[src/rtl/frog_player_ctrl_if.sv]
// Frog controller bus: button/obstacle inputs from the game logic and the frog state
// presented to the renderer and level FSM.
interface frog_player_ctrl_if #(
    parameter int unsigned COL_W    = 5,
    parameter int unsigned ROW_W    = 4,
    parameter int unsigned NUM_OBST = 16,
    parameter int unsigned LIVES_W  = 2
);
    logic [3:0]              btn;
    logic                    reset_frog;
    logic                    reset_lives;
    logic [NUM_OBST*COL_W-1:0] obst_x;
    logic [NUM_OBST*ROW_W-1:0] obst_y;
    logic [NUM_OBST-1:0]     obst_en;
    logic [COL_W-1:0]        frog_col;
    logic [ROW_W-1:0]        frog_row;
    logic [1:0]              frog_dir;
    logic [LIVES_W-1:0]      lives;
    logic                    hit;
    logic                    goal;
    logic                    respawning;
    logic                    game_over;

    modport master (
        output btn, reset_frog, reset_lives, obst_x, obst_y, obst_en,
        input  frog_col, frog_row, frog_dir, lives, hit, goal, respawning, game_over
    );

    modport slave (
        input  btn, reset_frog, reset_lives, obst_x, obst_y, obst_en,
        output frog_col, frog_row, frog_dir, lives, hit, goal, respawning, game_over
    );
endinterface

[src/rtl/frog_player_ctrl.sv]
// Frog player controller: grid position and facing, obstacle collisions, lives, respawn freeze,
// game-over and optional held-button auto-repeat. One counter serves both respawn and repeat.
module frog_player_ctrl #(
    parameter int unsigned GRID_COLS     = 20,
    parameter int unsigned GRID_ROWS     = 15,
    parameter int unsigned COL_W         = 5,
    parameter int unsigned ROW_W         = 4,
    parameter int unsigned NUM_OBST      = 16,
    parameter int unsigned MAX_LIVES     = 3,
    parameter int unsigned LIVES_W       = 2,
    parameter int unsigned RESPAWN_CYC   = 12500000,
    parameter int unsigned REPEAT_DELAY  = 0,
    parameter int unsigned REPEAT_PERIOD = 2500000,
    parameter int unsigned CNT_W         = 24
) (
    input logic               clk,
    input logic               reset,
    frog_player_ctrl_if.slave bus
);
    typedef enum logic [1:0] {StPlay, StRespawn, StOver} state_e;

    localparam logic [1:0] DirUp    = 2'b00;
    localparam logic [1:0] DirDown  = 2'b01;
    localparam logic [1:0] DirLeft  = 2'b10;
    localparam logic [1:0] DirRight = 2'b11;

    localparam logic [COL_W-1:0]   StartCol    = COL_W'(GRID_COLS / 2);
    localparam logic [ROW_W-1:0]   StartRow    = ROW_W'(GRID_ROWS - 1);
    localparam logic [COL_W-1:0]   MaxCol      = COL_W'(GRID_COLS - 1);
    localparam logic [ROW_W-1:0]   MaxRow      = ROW_W'(GRID_ROWS - 1);
    localparam logic [LIVES_W-1:0] MaxLives    = LIVES_W'(MAX_LIVES);
    localparam logic [CNT_W-1:0]   RespawnLast = CNT_W'(RESPAWN_CYC - 1);
    localparam logic [CNT_W-1:0]   DelayLast   = CNT_W'((REPEAT_DELAY == 0) ? 0 : REPEAT_DELAY - 1);
    localparam logic [CNT_W-1:0]   PeriodLast  =
        CNT_W'((REPEAT_PERIOD == 0) ? 0 : REPEAT_PERIOD - 1);
    localparam bit                 RepeatOn    = (REPEAT_DELAY != 0);

    state_e             state_q, state_d;
    logic [COL_W-1:0]   col_q, col_d;
    logic [ROW_W-1:0]   row_q, row_d;
    logic [1:0]         dir_q, dir_d;
    logic [LIVES_W-1:0] lives_q, lives_d;
    logic               hit_q, hit_d;
    logic               goal_q, goal_d;
    logic               latch_q, latch_d;
    logic [CNT_W-1:0]   cnt_q, cnt_d;
    logic [1:0]         rpt_sel_q, rpt_sel_d;
    logic               rpt_period_q, rpt_period_d;

    logic               collide;
    logic               btn_any;
    logic [1:0]         sel;
    logic [COL_W-1:0]   step_col;
    logic [ROW_W-1:0]   step_row;
    logic               do_step;

    assign btn_any = |bus.btn;

    always_comb begin
        collide = 1'b0;
        for (int i = 0; i < NUM_OBST; i++) begin
            if (bus.obst_en[i] && bus.obst_x[i*COL_W +: COL_W] == col_q &&
                bus.obst_y[i*ROW_W +: ROW_W] == row_q) begin
                collide = 1'b1;
            end
        end
    end

    always_comb begin
        sel = DirRight;
        if (bus.btn[0])      sel = DirLeft;
        else if (bus.btn[1]) sel = DirDown;
        else if (bus.btn[2]) sel = DirUp;
    end

    // Candidate one-cell step in the selected direction, clamped at the grid edge.
    always_comb begin
        step_col = col_q;
        step_row = row_q;
        unique case (sel)
            DirLeft:  if (col_q != '0)     step_col = col_q - COL_W'(1);
            DirRight: if (col_q != MaxCol) step_col = col_q + COL_W'(1);
            DirUp:    if (row_q != '0)     step_row = row_q - ROW_W'(1);
            DirDown:  if (row_q != MaxRow) step_row = row_q + ROW_W'(1);
        endcase
    end

    always_comb begin
        state_d      = state_q;
        col_d        = col_q;
        row_d        = row_q;
        dir_d        = dir_q;
        lives_d      = lives_q;
        hit_d        = 1'b0;
        goal_d       = 1'b0;
        latch_d      = latch_q & btn_any;
        cnt_d        = cnt_q;
        rpt_sel_d    = rpt_sel_q;
        rpt_period_d = rpt_period_q;
        do_step      = 1'b0;

        // The freeze keeps counting even when the frog is reset mid-respawn.
        if (state_q == StRespawn) begin
            if (cnt_q == RespawnLast) state_d = StPlay;
            else                      cnt_d   = cnt_q + CNT_W'(1);
        end

        if (bus.reset_lives) begin
            lives_d = MaxLives;
            col_d   = StartCol;
            row_d   = StartRow;
            dir_d   = DirUp;
            state_d = StPlay;
        end else if (bus.reset_frog) begin
            col_d = StartCol;
            row_d = StartRow;
            dir_d = DirUp;
        end else if (state_q == StPlay) begin
            if (collide) begin
                lives_d = (lives_q == '0) ? '0 : lives_q - LIVES_W'(1);
                col_d   = StartCol;
                row_d   = StartRow;
                dir_d   = DirUp;
                hit_d   = 1'b1;
                cnt_d   = '0;
                state_d = (lives_q <= LIVES_W'(1)) ? StOver : StRespawn;
            end else if (row_q == '0) begin
                col_d  = StartCol;
                row_d  = StartRow;
                dir_d  = DirUp;
                goal_d = 1'b1;
            end else if (btn_any) begin
                if (!latch_q) begin
                    do_step      = 1'b1;
                    latch_d      = 1'b1;
                    cnt_d        = '0;
                    rpt_sel_d    = sel;
                    rpt_period_d = 1'b0;
                end else if (RepeatOn) begin
                    if (sel != rpt_sel_q) begin
                        rpt_sel_d    = sel;
                        cnt_d        = '0;
                        rpt_period_d = 1'b0;
                    end else if (cnt_q == (rpt_period_q ? PeriodLast : DelayLast)) begin
                        do_step      = 1'b1;
                        cnt_d        = '0;
                        rpt_period_d = 1'b1;
                    end else begin
                        cnt_d = cnt_q + CNT_W'(1);
                    end
                end
            end
        end

        // Re-entering play: a held button counts as already pressed and repeat restarts.
        if (state_q != StPlay && state_d == StPlay) begin
            cnt_d        = '0;
            latch_d      = btn_any;
            rpt_sel_d    = sel;
            rpt_period_d = 1'b0;
        end

        if (do_step) begin
            col_d = step_col;
            row_d = step_row;
            dir_d = sel;
        end
    end

    always_ff @(posedge clk) begin
        if (reset) begin
            state_q      <= StPlay;
            col_q        <= StartCol;
            row_q        <= StartRow;
            dir_q        <= DirUp;
            lives_q      <= MaxLives;
            hit_q        <= 1'b0;
            goal_q       <= 1'b0;
            latch_q      <= 1'b0;
            cnt_q        <= '0;
            rpt_sel_q    <= DirUp;
            rpt_period_q <= 1'b0;
        end else begin
            state_q      <= state_d;
            col_q        <= col_d;
            row_q        <= row_d;
            dir_q        <= dir_d;
            lives_q      <= lives_d;
            hit_q        <= hit_d;
            goal_q       <= goal_d;
            latch_q      <= latch_d;
            cnt_q        <= cnt_d;
            rpt_sel_q    <= rpt_sel_d;
            rpt_period_q <= rpt_period_d;
        end
    end

    assign bus.frog_col   = col_q;
    assign bus.frog_row   = row_q;
    assign bus.frog_dir   = dir_q;
    assign bus.lives      = lives_q;
    assign bus.hit        = hit_q;
    assign bus.goal       = goal_q;
    assign bus.respawning = (state_q == StRespawn);
    assign bus.game_over  = (state_q == StOver);
endmodule

[src/flat_wrapper.sv]
// flat-port wrapper written by rule: the top's interface ports become plain ports
module frog_player_ctrl_flat 
#(
    parameter int unsigned GRID_COLS     = 20,
    parameter int unsigned GRID_ROWS     = 15,
    parameter int unsigned COL_W         = 5,
    parameter int unsigned ROW_W         = 4,
    parameter int unsigned NUM_OBST      = 16,
    parameter int unsigned MAX_LIVES     = 3,
    parameter int unsigned LIVES_W       = 2,
    parameter int unsigned RESPAWN_CYC   = 12500000,
    parameter int unsigned REPEAT_DELAY  = 0,
    parameter int unsigned REPEAT_PERIOD = 2500000,
    parameter int unsigned CNT_W         = 24
)
  (clk, reset, bus_btn, bus_reset_frog, bus_reset_lives, bus_obst_x, bus_obst_y, bus_obst_en, bus_frog_col, bus_frog_row, bus_frog_dir, bus_lives, bus_hit, bus_goal, bus_respawning, bus_game_over);
  frog_player_ctrl_if #(.COL_W(COL_W), .ROW_W(ROW_W), .NUM_OBST(NUM_OBST), .LIVES_W(LIVES_W)) bus_i ();
  input logic clk;
  input logic reset;
  input wire logic [$bits(bus_i.btn)-1:0] bus_btn;
  input wire logic [$bits(bus_i.reset_frog)-1:0] bus_reset_frog;
  input wire logic [$bits(bus_i.reset_lives)-1:0] bus_reset_lives;
  input wire logic [$bits(bus_i.obst_x)-1:0] bus_obst_x;
  input wire logic [$bits(bus_i.obst_y)-1:0] bus_obst_y;
  input wire logic [$bits(bus_i.obst_en)-1:0] bus_obst_en;
  output wire logic [$bits(bus_i.frog_col)-1:0] bus_frog_col;
  output wire logic [$bits(bus_i.frog_row)-1:0] bus_frog_row;
  output wire logic [$bits(bus_i.frog_dir)-1:0] bus_frog_dir;
  output wire logic [$bits(bus_i.lives)-1:0] bus_lives;
  output wire logic [$bits(bus_i.hit)-1:0] bus_hit;
  output wire logic [$bits(bus_i.goal)-1:0] bus_goal;
  output wire logic [$bits(bus_i.respawning)-1:0] bus_respawning;
  output wire logic [$bits(bus_i.game_over)-1:0] bus_game_over;
  assign bus_i.btn = bus_btn;
  assign bus_i.reset_frog = bus_reset_frog;
  assign bus_i.reset_lives = bus_reset_lives;
  assign bus_i.obst_x = bus_obst_x;
  assign bus_i.obst_y = bus_obst_y;
  assign bus_i.obst_en = bus_obst_en;
  assign bus_frog_col = bus_i.frog_col;
  assign bus_frog_row = bus_i.frog_row;
  assign bus_frog_dir = bus_i.frog_dir;
  assign bus_lives = bus_i.lives;
  assign bus_hit = bus_i.hit;
  assign bus_goal = bus_i.goal;
  assign bus_respawning = bus_i.respawning;
  assign bus_game_over = bus_i.game_over;
  frog_player_ctrl #(.GRID_COLS(GRID_COLS), .GRID_ROWS(GRID_ROWS), .COL_W(COL_W), .ROW_W(ROW_W), .NUM_OBST(NUM_OBST), .MAX_LIVES(MAX_LIVES), .LIVES_W(LIVES_W), .RESPAWN_CYC(RESPAWN_CYC), .REPEAT_DELAY(REPEAT_DELAY), .REPEAT_PERIOD(REPEAT_PERIOD), .CNT_W(CNT_W)) u_core (.clk(clk), .reset(reset), .bus(bus_i));
endmodule
[config.mk]
export PLATFORM = sky130hd
export DESIGN_NAME = frog_player_ctrl_flat
export DESIGN_NICKNAME = d
export VERILOG_FILES = /design/src/rtl/frog_player_ctrl_if.sv /design/src/rtl/frog_player_ctrl.sv /design/src/flat_wrapper.sv
export SDC_FILE = /design/constraint.sdc
export NUM_CORES = 1
export LEC_CHECK = 0
export ABC_AREA = 0
export CAP_MARGIN = 20
export CORE_ASPECT_RATIO = 0.8
export CORE_MARGIN = 3
export CORE_UTILIZATION = 45
export CTS_CLUSTER_DIAMETER = 60
export DETAILED_ROUTE_END_ITERATION = 10
export DONT_BUFFER_PORTS = 1
export REMOVE_ABC_BUFFERS = 1
export SETUP_SLACK_MARGIN = 0.1
export SLEW_MARGIN = 20
export SYNTH_ARGS = -nofsm -noshare
export SYNTH_HDL_FRONTEND = slang
export SYNTH_SLANG_ARGS = --single-unit
[constraint.sdc]
create_clock -name clk -period 4.9 [get_ports clk]
set_input_delay 0.245 -clock clk [delete_from_list [all_inputs] [get_ports clk]]
set_output_delay 0.245 -clock clk [all_outputs]
set_load 0.02 [all_outputs]
==> run_results.csv, run 1 <==
group,metric,value,unit
clock_tree,clk_pin_slew,0.08,ns
critical_path,reg2reg_slack,1.61,ns
critical_path,cp_max_fo,19,
timing,slew_violations,0,
floorplan,die_y,89.7,µm
global_routing,grt_max_degree,25,
finish,fillers,798,
placement,gp_congestion,0.959,
power_and_ir_drop,power_density,181,nW/µm²
global_routing,antenna_found_initial,0,
detailed_routing,drt-total-wl,10800,µm
critical_path,cp.arrival,3.43,ns
floorplan,design.die.area,9930,µm²
timing,slew_headroom,27.8,%
floorplan,die_w,111,µm
clock_tree,cts.htree.levels,2,
critical_path,critPathLaunchType,"flop",
synthesis,synth_edf_count,0,
critical_path,reg2reg_depth,9,
timing,worstMarginPinSlew,1.08,ns
global_routing,gr-total-overflow,0,
hold_path,hold_start,"reset",
synthesis,seq_area_frac_synth,21.3,%
power_and_ir_drop,irDropWorstVdd,0.108,mV
timing,finalHoldViolCount,0,
timing,tns,0,ns
synthesis,async_flop_share,0,%
finish,drive_gt1_share,6.28,%
hold_path,hold_path.class,"input port to flop",
outcome,status,"completed",
finish,ff_latch_area,841,µm²
timing,setup_viol,0,
detailed_routing,drt.antenna.violating_nets,0,
finish,fin_nets,637,
timing,min_period,3.29,ns
synthesis,avgSynthCellArea,8.42,µm²
finish,final_cell_mix,"140 x xor2_1, 43 x nor2_1, 42 x dfxtp_1",
clock_tree,post-cts-setup-buffers,0,
detailed_routing,num_vias,3201,
finish,fin_cells,570,
synthesis,synthDistinctLibCells,48,
synthesis,synth.area.top_cells,"xor2_1 31%, dfxtp_1 21%, xnor2_1 7.1%, nor4_1 5.4%, nor2_1 4.1%",
clock_tree,cts_buffer_depth,2,
critical_path,reg2reg_from,"u_core.bus.frog_row[2]",
synthesis,syn-instance-count,468,
hold_path,holdPathStages,2,
floorplan,initial_core_util,47.9,%
synthesis,synth_warnings,0,
clock_tree,cts_tree,"done",
power_and_ir_drop,leakagePower,0.00149,µW
critical_path,endpoint_kind,"flop",
hold_path,min_to,"u_core.bus.lives[1]",
global_routing,grt_use_total,21.1,%
finish,multi_input_area,2870,µm²
clock_tree,cts_root_buffer,"clkbuf_8",
synthesis,ys.flop_type,"dfxtp_1",
timing,layout_worst_path_cycle_share,67.1,%
finish,areaGrowthSynthToFinish,3.59,%
floorplan,coreArea,8240,µm²
detailed_routing,first_pass_iters,4,
detailed_routing,avgViaCountPerCell,5.62,
timing,rsz0062_at_grt,"false",
finish,utilization,49.6,%
job,cap_violations,0,
critical_path,crit_type,"flop to flop",
timing,fmax,304,MHz
clock_tree,cts_sinks,42,
timing,final.setup_skew,0.00933,ns
floorplan,rows,29,
placement,dp_hpwl,8760,µm
detailed_routing,wl_per_cell,19.0,µm
detailed_routing,drtIter0Drc,163,
finish,diodes,0,
clock_tree,numCtsBuffers,5,
synthesis,yosys.area.top_type_share,31.1,%
finish,mostFrequentLayoutCell,"xor2_1",
clock_tree,clock_latency,0.29,ns
synthesis,netlist_area,3940,µm²
placement,numPortBuffers,0,
synthesis,yosysTopAreaCell,"xor2_1",
floorplan,io_pins,185,
synthesis,ys_ff_latch,42,
critical_path,r2r-end,"u_core.bus.frog_col[1]",
critical_path,crit_required,5.04,ns
placement,place_inst,561,
detailed_routing,drc,0,
global_routing,grt_pass1_wl,17300,µm
global_routing,grt_pass1_vias,3193,
-- cell type report --
type	instances	share of cell area, %
sequential	42	20.6
inverter	9	0.827
clock buffer	5	1.69
multi-input combinational	391	70.3
tap	108	3.31
timing repair buffer	12	2.27
clock inverter	3	0.980
-- layer usage --
layer / GRT usage, % / part of all wire (%)
met5: 0 / 0
met4: 6.36 / 2.4
met3: 5.70 / 7.1
met2: 34.1 / 47
met1: 27.6 / 44
-- critical path, stage by stage, from the launching register on --
cell and delay (ns):
dfxtp_1 1.04, buf_4 0.33, xor2_1 0.19, nor4_1 0.08
nand4_1 0.09, nand4_1 0.07, or2_2 0.36, nor4_4 0.66
and3b_1 0.27, a221oi_1 0.05
-- cells in the mapped netlist, types with 7 or more instances --
cell type / number
inv_1: 9
and3_1: 9
nand4_1: 24
xor2_1: 140
nor4_1: 34
nand2_1: 17
a21oi_1: 9
xnor2_1: 32
dfxtp_1: 42
nand3_1: 7
buf_6: 8
buf_4: 7
nor2_1: 43
buf_2: 9
-- power by group --
group          internal (µW)  total [µW]  switching (µW)
registers                344         353            9.59
clock network            150         266             117
logic                   59.8         118            58.1
-- registers in the layout (all words and copies together) (netlist names) --
register,count
u_core.bus.frog_col,5
u_core.bus.frog_dir,2
u_core.bus.frog_row,4
u_core.bus.goal,1
u_core.bus.hit,1
u_core.bus.lives,2
u_core.cnt_q,24
u_core.latch_q,1
u_core.state_q,2
-- per-stage QoR --
step	power, µW	hold slack (ns)	area [µm²]	setup WS, ns
2_1_floorplan	455	0.321	3750	1.89
3_5_place_dp	478	0.327	3970	1.59
6_report	738	0.0926	4080	1.61
3_3_place_gp	476	0.324	3970	1.59
5_1_grt	775	0.102	4080	1.37
4_1_cts	747	0.0127	4070	1.58
-- how the worst max path moves through the flow --
stage,depth (start not counted),start,end
2_1_floorplan,8,u_core.bus.frog_row[0],u_core.cnt_q[0]
3_3_place_gp,9,u_core.bus.frog_row[2],u_core.bus.frog_col[3]
3_5_place_dp,9,u_core.bus.frog_row[2],u_core.bus.frog_col[3]
4_1_cts,9,u_core.bus.frog_row[2],u_core.bus.frog_col[3]
5_1_grt,9,u_core.bus.frog_row[2],u_core.bus.frog_col[0]
6_report,9,u_core.bus.frog_row[2],u_core.bus.frog_col[1]
-- kinds of logic (layout without fill, tap and decap cells) --
kind of cell,Yosys count,in the layout,synth area share (%)
adder cells (fa/ha/maj),8,8,2.92
flip-flops,42,42,21.3
AO/OA/AOI/OAI,39,39,7.17
AND/OR/NAND/NOR,171,171,24.3
multiplexers,1,1,0.254
XOR/XNOR,172,172,38.2
buffers and inverters,35,29,5.81
-- timing repair --
| item | 4_1_cts | 5_1_grt |
|---|---|---|
| resized for setup | 0 | 0 |
| endpoints found under the hold margin | 0 | 1 |
| hold buffers | 0 | 1 |
Power figures use the tool's default switching activity.
==> run 2, diff against run 1 <==
Clock period 4.9 ns to 2.8 ns, I/O delays scaled along.
==> run_results.csv, run 2 (synthesized netlist as in run 1, its figures left out) <==
group,metric,value,unit
outcome,status,"completed",
timing,worstMarginPinSlew,0.698,ns
power_and_ir_drop,leakagePower,0.00157,µW
timing,setup_ws,0.317,ns
clock_tree,cts.htree.levels,2,
critical_path,crit_chain,"buf_4, xor2_1, nor4_1, nand4_1, nand4_1, or3_4, nor4_4, buf_4, nor3b_1, a221o_1",
critical_path,cp_max_fo,17,
finish,areaGrowthSynthToFinish,7.33,%
clock_tree,cts_buffer_depth,2,
timing,min_period,2.48,ns
floorplan,coreArea,8240,µm²
finish,fillers,802,
timing,final.setup_skew,0.00847,ns
detailed_routing,num_vias,3313,
critical_path,cp_num_buf_inv,2,
detailed_routing,drc,0,
timing,fmax,403,MHz
floorplan,rows,29,
timing,rsz0062_at_grt,"false",
critical_path,crit_type,"flop to flop",
critical_path,crit_required,3.05,ns
floorplan,initial_core_util,47.9,%
critical_path,critical_path_depth,10,
timing,slew_violations,0,
critical_path,critPathLaunchType,"flop",
floorplan,die_y,89.7,µm
global_routing,grt_pass1_vias,3306,
hold_path,hold_path.class,"input port to flop",
detailed_routing,drt-total-wl,11300,µm
power_and_ir_drop,power_density,333,nW/µm²
critical_path,reg2reg_from,"u_core.bus.frog_col[3]",
placement,numPortBuffers,0,
job,cap_violations,0,
clock_tree,cts_sinks,42,
finish,multi_input_area,2870,µm²
critical_path,endpoint_kind,"flop",
global_routing,antenna_found_initial,0,
detailed_routing,avgViaCountPerCell,5.69,
global_routing,grt_use_total,21.6,%
critical_path,slowest_stage,"or3_4",
finish,largest_reg_flops,24,
finish,top_register,"u_core.cnt_q",
placement,pre_cts_ws,0.0984,ns
clock_tree,clock_latency,0.30,ns
clock_tree,cts_root_buffer,"clkbuf_8",
power_and_ir_drop,total_power,1410,µW
timing,tns,0,ns
floorplan,io_pins,185,
critical_path,reg2reg_slack,0.32,ns
global_routing,grt_max_degree,25,
critical_path,cp_top_family,"simple AND/OR/NAND/NOR gates",
timing,setup_viol,0,
critical_path,r2r-end,"u_core.bus.frog_row[0]",
finish,diodes,0,
floorplan,design.die.area,9930,µm²
clock_tree,cts_tree,"done",
placement,dp_hpwl,9000,µm
floorplan,die_w,111,µm
hold_path,holdPathStages,2,
clock_tree,numCtsBuffers,5,
placement,gp_congestion,0.948,
finish,drive_gt1_share,8.86,%
finish,ff_latch_area,842,µm²
finish,fin_nets,649,
timing,finalHoldViolCount,0,
hold_path,hold_start,"reset",
detailed_routing,first_pass_iters,4,
power_and_ir_drop,irDropWorstVdd,0.258,mV
global_routing,grt_pass1_wl,17700,µm
finish,final_cell_mix,"140 x xor2_1, 43 x nor2_1, 41 x dfxtp_1",
hold_path,min_to,"u_core.state_q[0]",
detailed_routing,wl_per_cell,19.3,µm
critical_path,cp.arrival,2.73,ns
finish,mostFrequentLayoutCell,"xor2_1",
detailed_routing,drt.antenna.violating_nets,0,
critical_path,reg2reg_depth,10,
global_routing,gr-total-overflow,0,
clock_tree,post-cts-setup-buffers,0,
clock_tree,clk_pin_slew,0.09,ns
timing,layout_worst_path_cycle_share,88.7,%
detailed_routing,drtIter0Drc,132,
critical_path,cpPeakStageDelay,0.45,ns
timing,slew_headroom,52.9,%
[run 2: cell types whose count changed in the layout (fill, tap and decap cells not counted), sizes merged]
cell / before / now
dlygate4sd3: 1 / 2
clkinv: 2 / 1
buf: 11 / 22
bufinv: 1 / 2
[run 2: metrics by stage]
stage / hold slack (ns) / cells / instance area [µm²] / utilization, %
after floorplan: 0.216 / 442 / 3750 / -
after global placement: 0.220 / 572 / 4070 / 49.4
after CTS: 0.0306 / 582 / 4230 / 51.4
after global routing: 0.0538 / 582 / 4230 / 51.4
final: 0.0407 / 582 / 4230 / 51.4
after detailed placement: 0.222 / 572 / 4070 / 49.4
[run 2: repair_timing]
action / 4_1_cts / 5_1_grt
setup endpoints to repair: 6 / 27
endpoints found under the hold margin: 3 / 0
hold buffers: 2 / 0
resized for setup: 1 / 1
[run 2: power by group]
part	leakage, µW	switching, µW	internal (µW)	total, µW
sequential	0.000339	5.06	601	606
combinational	0.00116	116	110	227
clock	0.0000683	217	357	574
total	0.00157	338	1070	1410
[run 2: area by class of cell]
class,instances,share of cell area [%]
Inverter,9,0.798
Clock inverter,3,1.63
Clock buffer,5,1.63
Timing Repair Buffer,24,4.97
Sequential cell,42,19.9
Multi-Input combinational cell,391,67.9
Tap cell,108,3.19
[run 2: worst max path at each step]
stage | start | to
floorplan | u_core.bus.frog_row[0] | u_core.cnt_q[0]
global placement | u_core.bus.frog_col[3] | u_core.bus.frog_col[1]
detailed placement | u_core.bus.frog_col[3] | u_core.bus.frog_col[3]
CTS | u_core.bus.frog_col[3] | u_core.bus.frog_row[0]
global route | u_core.bus.frog_col[3] | u_core.bus.frog_row[0]
finish | u_core.bus.frog_col[3] | u_core.bus.frog_row[0]
[run 2: metal layers]
layer,vias up,part of all wire [%],track usage (%)
met5,-,0,0
met1,1550,43,27.7
met4,0,2.3,6.56
li1,1616,-,-
met2,127,47,35.8
met3,20,7.0,5.57
==> run 3, diff against run 2 <==
Settings changed: PLACE_DENSITY from default to 0.59, RECOVER_POWER from default to 50.
==> run_results.csv, run 3 (synthesized netlist as in run 1, its figures left out) <==
group,metric,value,unit
placement,gp_congestion,0.989,
detailed_routing,drtIter0Drc,127,
finish,drive_gt1_share,8.21,%
outcome,status,"completed",
detailed_routing,wl_per_cell,19.2,µm
floorplan,design.die.area,9930,µm²
power_and_ir_drop,irDropWorstVdd,0.190,mV
power_and_ir_drop,leakagePower,0.00156,µW
critical_path,cp_top_family,"simple AND/OR/NAND/NOR gates",
detailed_routing,num_vias,3315,
floorplan,die_y,89.7,µm
critical_path,cp_num_buf_inv,2,
clock_tree,cts.htree.levels,2,
finish,utilization,51.3,%
critical_path,crit_type,"flop to flop",
global_routing,grt_use_total,21.9,%
detailed_routing,drc,0,
critical_path,cp_max_fo,17,
clock_tree,cts_sinks,42,
finish,diodes,0,
critical_path,crit_chain,"buf_4, xor2_1, nor4_1, nand4_1, nand4_1, or3_4, nor4_4, buf_4, nor3b_1, a221o_1",
timing,final.setup_skew,0.00464,ns
clock_tree,clk_pin_slew,0.08,ns
clock_tree,numCtsBuffers,5,
critical_path,cp.arrival,2.76,ns
timing,slew_headroom,59.4,%
placement,numPortBuffers,0,
detailed_routing,first_pass_iters,4,
finish,areaGrowthSynthToFinish,7.24,%
floorplan,io_pins,185,
global_routing,grt_pass1_vias,3373,
timing,worstMarginPinSlew,0.602,ns
detailed_routing,avgViaCountPerCell,5.69,
critical_path,endpoint_kind,"flop",
global_routing,grt_max_degree,25,
timing,fmax,396,MHz
finish,fin_nets,650,
detailed_routing,drt.antenna.violating_nets,0,
finish,final_cell_mix,"140 x xor2_1, 44 x nor2_1, 41 x dfxtp_1",
hold_path,hold_path.class,"input port to flop",
placement,dp_hpwl,8860,µm
timing,setup_viol,0,
placement,place_inst,573,
global_routing,antenna_found_initial,0,
global_routing,grt_pass1_wl,18000,µm
critical_path,critPathLaunchType,"flop",
power_and_ir_drop,power_density,293,nW/µm²
floorplan,initial_core_util,47.9,%
floorplan,rows,29,
clock_tree,clock_latency,0.29,ns
timing,layout_worst_path_cycle_share,90.2,%
timing,min_period,2.53,ns
clock_tree,post-cts-setup-buffers,0,
job,cap_violations,0,
timing,rsz0062_at_grt,"false",
finish,fin_cells,583,
timing,finalHoldViolCount,0,
finish,mostFrequentLayoutCell,"xor2_1",
critical_path,cpPeakStageDelay,0.45,ns
clock_tree,cts_root_buffer,"clkbuf_8",
clock_tree,cts_tree,"done",
finish,top_register,"u_core.cnt_q",
clock_tree,cts_buffer_depth,2,
timing,slew_violations,0,
critical_path,crit_required,3.04,ns
floorplan,die_w,111,µm
finish,fillers,798,
critical_path,slowest_stage,"or3_4",
global_routing,gr-total-overflow,0,
detailed_routing,drt-total-wl,11200,µm
finish,largest_reg_flops,24,
floorplan,coreArea,8240,µm²
## run 3: cell count changes in the layout (fill, tap and decap cells not counted), sizes merged
cell / delta
clkbuf: +3
bufinv: -2
## run 3: routing by layer
metal  up-vias  global-route usage (%)  part of all wire (%)
met2       131                    35.5                    47
met4         0                    7.49                   2.3
met3        23                    5.77                   6.3
met5         -                       0                     0
li1       1621                       -                     -
met1      1540                    28.2                    44
## run 3: area by class of cell
cell class / count / area, µm² / area share, %
clock buffer: 7 / 86.3 / 2.04
clock inverter: 1 / 5.00 / 0.118
inverter: 9 / 33.8 / 0.799
multi-input combinational: 391 / 2870 / 67.9
sequential: 42 / 842 / 19.9
tap: 108 / 135 / 3.20
timing repair buffer: 25 / 255 / 6.04
## run 3: worst paths after layout
kind | startpoint | slack, ns | endpoint | depth (start not counted)
hold reg to reg | u_core.cnt_q[23] | 0.52 | u_core.cnt_q[23] | 2
setup reg to reg | u_core.bus.frog_col[3] | 0.27 | u_core.bus.frog_row[0] | 10
setup / recovery | u_core.bus.frog_col[3] | 0.27 | u_core.bus.frog_row[0] | 10
hold / removal | reset | 0.06 | u_core.state_q[0] | 2
## run 3: through the flow
stage / setup WS, ns / setup TNS [ns] / power (µW) / hold slack, ns / cell area [µm²]
floorplan: -0.213 / -5.16 / 796 / 0.216 / 3750
global placement: 0.234 / 0 / 842 / 0.220 / 4120
detailed placement: 0.197 / 0 / 845 / 0.222 / 4120
CTS: 0.165 / 0 / 1250 / 0.0416 / 4230
global route: 0.130 / 0 / 1310 / 0.0463 / 4230
finish: 0.274 / 0 / 1240 / 0.0564 / 4230
## run 3: power breakdown
part	internal [µW]	switching [µW]	leakage (µW)
registers	601	5.33	0.000339
logic	113	116	0.00118
clock network	199	203	0.0000482
## run 3: repair_timing
action | in CTS | in global routing
endpoints found under the setup margin | 0 | 32
hold buffers | 2 | 0
resized for setup | 0 | 2
endpoints found under the hold margin | 2 | 0
